--- src/rtl/jtframe_objscan_pkg.sv ---
// Shared constants for the object table scanner: entry word offsets,
// attribute bit positions and the scanner state encoding.
package jtframe_objscan_pkg;

  localparam logic [1:0] W_Y    = 2'd0;
  localparam logic [1:0] W_X    = 2'd1;
  localparam logic [1:0] W_CODE = 2'd2;
  localparam logic [1:0] W_ATTR = 2'd3;

  localparam int ENABLE_BIT = 15;

  typedef enum logic [3:0] {
    ST_IDLE,
    ST_YA,
    ST_YC,
    ST_XL,
    ST_CL,
    ST_AL,
    ST_DR,
    ST_W1,
    ST_WB
  } state_t;

endpackage

--- src/rtl/jtframe_objscan.sv ---
// Walks the object attribute table once per line and hands each visible
// 16x16 sprite to the object drawer through its draw/busy handshake.
module jtframe_objscan
  import jtframe_objscan_pkg::*;
#(
  parameter int CW     = 12,
  parameter int PW     = 8,
  parameter int AW     = 7,
  parameter int MAXOBJ = 32
) (
  input  logic          clk,
  input  logic          rst_n,
  input  logic          hs,
  input  logic [8:0]    vrender,
  output logic [AW+1:0] ram_addr,
  input  logic [15:0]   ram_data,
  output logic          draw,
  input  logic          busy,
  output logic [CW-1:0] code,
  output logic [8:0]    xpos,
  output logic [3:0]    ysub,
  output logic          hflip,
  output logic          vflip,
  output logic [PW-5:0] pal,
  output logic          scan_busy,
  output logic          overflow
);

  localparam int CNTW = $clog2(MAXOBJ + 1);

  state_t          st;
  logic            hs_l;
  logic [AW-1:0]   idx;
  logic [CNTW-1:0] cnt;
  logic            restart;
  logic            hs_edge;
  logic [8:0]      ydiff;
  logic            visible;
  logic            start_now;

  assign hs_edge = hs & ~hs_l;
  assign ydiff   = vrender - ram_data[8:0];
  assign visible = ram_data[ENABLE_BIT] && (ydiff[8:4] == 5'd0);

  // A new line request restarts at once unless a draw handshake is open;
  // then it is held in restart until the drawer goes idle.
  always_comb begin
    start_now = 1'b0;
    case (st)
      ST_IDLE, ST_YA, ST_YC, ST_XL, ST_CL, ST_AL: start_now = hs_edge;
      ST_DR:   start_now = (restart | hs_edge) & ~busy & ~draw;
      ST_WB:   start_now = (restart | hs_edge) & ~busy;
      default: start_now = 1'b0;
    endcase
  end

  always_ff @(posedge clk or negedge rst_n) begin
    if (!rst_n) begin
      st        <= ST_IDLE;
      hs_l      <= 1'b0;
      idx       <= '0;
      cnt       <= '0;
      restart   <= 1'b0;
      ram_addr  <= '0;
      draw      <= 1'b0;
      code      <= '0;
      xpos      <= '0;
      ysub      <= '0;
      hflip     <= 1'b0;
      vflip     <= 1'b0;
      pal       <= '0;
      scan_busy <= 1'b0;
      overflow  <= 1'b0;
    end else begin
      hs_l <= hs;
      if (start_now) begin
        idx       <= '0;
        cnt       <= '0;
        overflow  <= 1'b0;
        restart   <= 1'b0;
        draw      <= 1'b0;
        scan_busy <= 1'b1;
        ram_addr  <= {{AW{1'b0}}, W_Y};
        st        <= ST_YA;
      end else begin
        if (hs_edge) restart <= 1'b1;
        case (st)
          ST_IDLE: ;
          // The address runs one word ahead because RAM data lags by a clock
          ST_YA: begin
            ram_addr <= {idx, W_X};
            st       <= ST_YC;
          end
          ST_YC: begin
            if (visible) begin
              ysub     <= ydiff[3:0];
              ram_addr <= {idx, W_CODE};
              st       <= ST_XL;
            end else if (&idx) begin
              scan_busy <= 1'b0;
              st        <= ST_IDLE;
            end else begin
              idx      <= idx + 1'b1;
              ram_addr <= {idx + 1'b1, W_Y};
              st       <= ST_YA;
            end
          end
          ST_XL: begin
            xpos     <= ram_data[8:0];
            ram_addr <= {idx, W_ATTR};
            st       <= ST_CL;
          end
          ST_CL: begin
            code <= ram_data[CW-1:0];
            st   <= ST_AL;
          end
          ST_AL: begin
            hflip <= ram_data[0];
            vflip <= ram_data[1];
            pal   <= ram_data[PW-3:2];
            if (!busy) begin
              draw <= 1'b1;
              cnt  <= cnt + 1'b1;
            end
            st <= ST_DR;
          end
          ST_DR: begin
            if (draw) begin
              draw <= 1'b0;
              st   <= ST_W1;
            end else if (!busy && !restart) begin
              draw <= 1'b1;
              cnt  <= cnt + 1'b1;
            end
          end
          ST_W1: st <= ST_WB;
          ST_WB: begin
            if (!busy) begin
              if (cnt == CNTW'(MAXOBJ)) begin
                overflow  <= ~&idx;
                scan_busy <= 1'b0;
                st        <= ST_IDLE;
              end else if (&idx) begin
                scan_busy <= 1'b0;
                st        <= ST_IDLE;
              end else begin
                idx      <= idx + 1'b1;
                ram_addr <= {idx + 1'b1, W_Y};
                st       <= ST_YA;
              end
            end
          end
          default: st <= ST_IDLE;
        endcase
      end
    end
  end

endmodule

--- config.mk ---
export PLATFORM = sky130hd
export DESIGN_NAME = jtframe_objscan
export DESIGN_NICKNAME = d
export VERILOG_FILES = /design/src/rtl/jtframe_objscan_pkg.sv /design/src/rtl/jtframe_objscan.sv
export SDC_FILE = /design/constraint.sdc
export NUM_CORES = 1
export LEC_CHECK = 0
export ABC_AREA = 1
export CORE_ASPECT_RATIO = 0.75
export CORE_UTILIZATION = 40
export DETAILED_ROUTE_END_ITERATION = 6
export PLACE_DENSITY = 0.61
export SYNTH_ARGS = -nofsm -noshare
export SYNTH_HDL_FRONTEND = slang
export SYNTH_SLANG_ARGS = --single-unit
--- constraint.sdc ---
create_clock -name clk -period 2.45 [get_ports clk]
set_clock_uncertainty 0.15 [all_clocks]
set_input_delay 0.49 -clock clk [delete_from_list [all_inputs] [get_ports clk]]
set_output_delay 0.49 -clock clk [all_outputs]
set_load 0.02 [all_outputs]
==> flow_summary.json <==
{
  "grt_pass1_wl_um": 17000,
  "status": "complete, no violations",
  "power.switching_mw": 2.14,
  "overflow": 0,
  "grt_start_max_net_pins": 63,
  "slew_viol_final": 0,
  "setup_viol": 0,
  "dpl.hpwl_um": 7360,
  "synth_common_cells": "128 x nand2_1, 62 x dfrtp_1, 59 x inv_1",
  "postRouteAntennaNets": 0,
  "pwr-share-clk_pct": 24.1,
  "async_flop_share_pct": 100,
  "synthTopCellsByArea": "dfrtp_1 41%, nand2_1 13%, inv_1 5.9%, o21ai_0 4.6%, ha_1 3.6%",
  "drc": 0,
  "clk_latency_ps": 330,
  "routed_wl_um": 10500,
  "grt_pass1_vias": 3481,
  "drt_first_pass_iters": 5,
  "ff2ff_setup_slack_ps": 300,
  "antenna_found_initial": 0,
  "critPathKind": "in2reg",
  "whs_ps": 10.4,
  "slew_headroom_pct": 72.9,
  "ys.flop_type": "dfrtp_1",
  "ios": 72,
  "final_util_pct": 59.5,
  "n_antenna_cell": 0,
  "synth_largest_area_cell": "dfrtp_1",
  "root_buffer": "clkbuf_16",
  "p_comb_share_pct": 45.0,
  "fillers": 826,
  "leakage_nw": 2.64,
  "grt_use_total_pct": 22.3,
  "num_vias": 3639,
  "fin_crit_ps": 2350,
  "reg2reg_depth": 11,
  "cts_buffers": 9,
  "die_height_um": 86.2,
  "max_slew.worst_pin.slew_ps": 402,
  "ctsHoldBuffers": 0,
  "drv_cap": 0,
  "crit_path_start_kind": "primary input",
  "syn_nets": 516,
  "row_count": 30,
  "cts_max_path_buffers": 2,
  "swShare_pct": 39.7,
  "yosysWarningCount": 0,
  "fp.coreArea_um2": 9120,
  "hp-class": "in2async",
  "synth_seq_cells": 62,
  "die_w_um": 114,
  "ir_drop_v": 0.000525,
  "p_int_mw": 3.25,
  "drt_iter0_drc": 237,
  "fin_crit_sh_pct": 95.8,
  "avgViaCountPerCell": 5.06,
  "hold_viol": 0,
  "required_ps": 2570,
  "yosysSeqAreaShare_pct": 41.0,
  "drive_gt1_share_pct": 27.2,
  "die_area_um2": 9850,
  "initial_core_util_pct": 41.5,
  "fin_nets": 627,
  "synthToLayoutAreaGrowth_pct": 43.6,
  "cts_tree": "done",
  "wl_per_cell_um": 14.6,
  "worstPathArrival_ps": 2470,
  "avgSynthCellArea_um2": 7.96,
  "syn-cell-area_um2": 3780,
  "yosysTopAreaCellShare_pct": 41.0,
  "fin_total_pwr_mw": 5.39,
  "cellPowerDensity_nw_per_um2": 993,
  "synth.most_common_cell": "nand2_1",
  "htreeDepth": 3,
  "syn_inst": 475,
  "gp_congestion": 0.881,
  "synth-edff-count": 0,
  "portBuffers": 68,
  "power.share.sequential_pct": 30.9,
  "crit_fanout": 7,
  "cts_num_sinks": 62,
  "critPathCaptureType": "flop",
  "fmax_mhz": 426,
  "clk_pin_slew_ps": 50,
  "ys_types": 43
}
==> state kept, by name (all words and copies together), names as in the netlist, 4 cells and up <==
| signal | cells |
|---|---|
| ysub | 4 |
| code | 12 |
| pal | 4 |
| xpos | 9 |
| ram_addr | 9 |
| cnt | 6 |
| idx | 7 |
| st | 4 |
==> critical path: stages <==
cell           delay (ps)
dlygate4sd2_1         240
buf_4                 130
ha_1                  270
nand2_1                80
inv_2                  50
nand2_2                70
nand2_4                60
nand2_4                60
nand2_2                60
nand2_2                80
nand2_4                70
nor2_8                130
nand3_4                90
nor2_4                120
buf_6                 130
nand2_8                60
nand3_4               130
nand2_2                80
nand2_2                60
==> power groups by stage <==
stage | sequential (mW) | clock, mW | combinational (mW)
after global placement | 1.66 | 0 | 2.30
after global routing | 1.71 | 1.36 | 2.67
after floorplan | 1.94 | 0 | 1.11
after detailed placement | 1.67 | 0 | 2.33
after CTS | 1.66 | 1.31 | 2.38
final | 1.67 | 1.30 | 2.43
==> metrics by stage <==
step	area, um^2	setup slack [ps]	TNS (ps)	std cells
after global routing	5430	-17.8	-38.2	719
after CTS	5290	8.60	0	715
after floorplan	3780	3.26	0	475
final	5430	104	0	719
after global placement	4810	-516	-10350	692
after detailed placement	4810	-575	-11170	692
==> placed cells by master, fill, tap and decap left out, types with 8 or more instances in the layout <==
master	n
o21ai_0	35
buf_4	34
nor2_1	20
dlymetal6s2s_1	12
nor2_2	8
nand2_4	9
dfrtp_1	62
inv_1	50
inv_2	21
nand4_1	16
xor2_1	8
clkdlybuf4s50_1	51
clkbuf_16	9
nand2_1	107
nand3_1	22
a21oi_1	8
nand2_2	26
==> logic make-up (layout without fill, tap and decap cells) <==
logic type | Yosys count | count (layout) | synth area share (%)
and+or+nand+nor | 233 | 235 | 30.8
AOI/OAI and AO/OA | 74 | 74 | 11.7
adders and majority gates | 12 | 12 | 4.17
DFF | 62 | 62 | 41.0
xor gates and xnor gates | 11 | 11 | 2.55
buffers and inverters | 80 | 194 | 8.60
muxes | 3 | 3 | 1.09
==> final cells by class <==
type | instances | area [um^2] | share of cell area (%)
multi-input combinational | 335 | 2140 | 39.3
sequential | 62 | 1550 | 28.6
timing repair buffer | 105 | 1000 | 18.4
inverter | 73 | 282 | 5.18
clock buffer | 13 | 260 | 4.79
tap | 128 | 160 | 2.95
clock inverter | 3 | 42.5 | 0.783
==> path summary, 6_finish.rpt <==
check                                  from     endpoint
worst max-delay path             vrender[1]       idx[4]
worst min-delay path                  rst_n     code[11]
worst max register to register        st[1]       idx[4]
worst min register to register     overflow     overflow
max in group asynchronous             rst_n  ram_addr[6]
min in group clk                ram_data[0]      code[0]
==> per-layer routing <==
layer  global-route usage, %  wire length (um)
met3                    4.76               523
met5                       0                 0
met2                    32.6              4710
met1                    32.4              5070
met4                    8.50               168
==> repair_timing <==
action,4_1_cts,5_1_grt
setup buffers,5,4
hold endpoints to repair,0,0
endpoints found under the setup margin,23,23
resized for setup,25,50
pin swaps,13,28
gates cloned,2,0
Power figures use the tool's default switching activity.
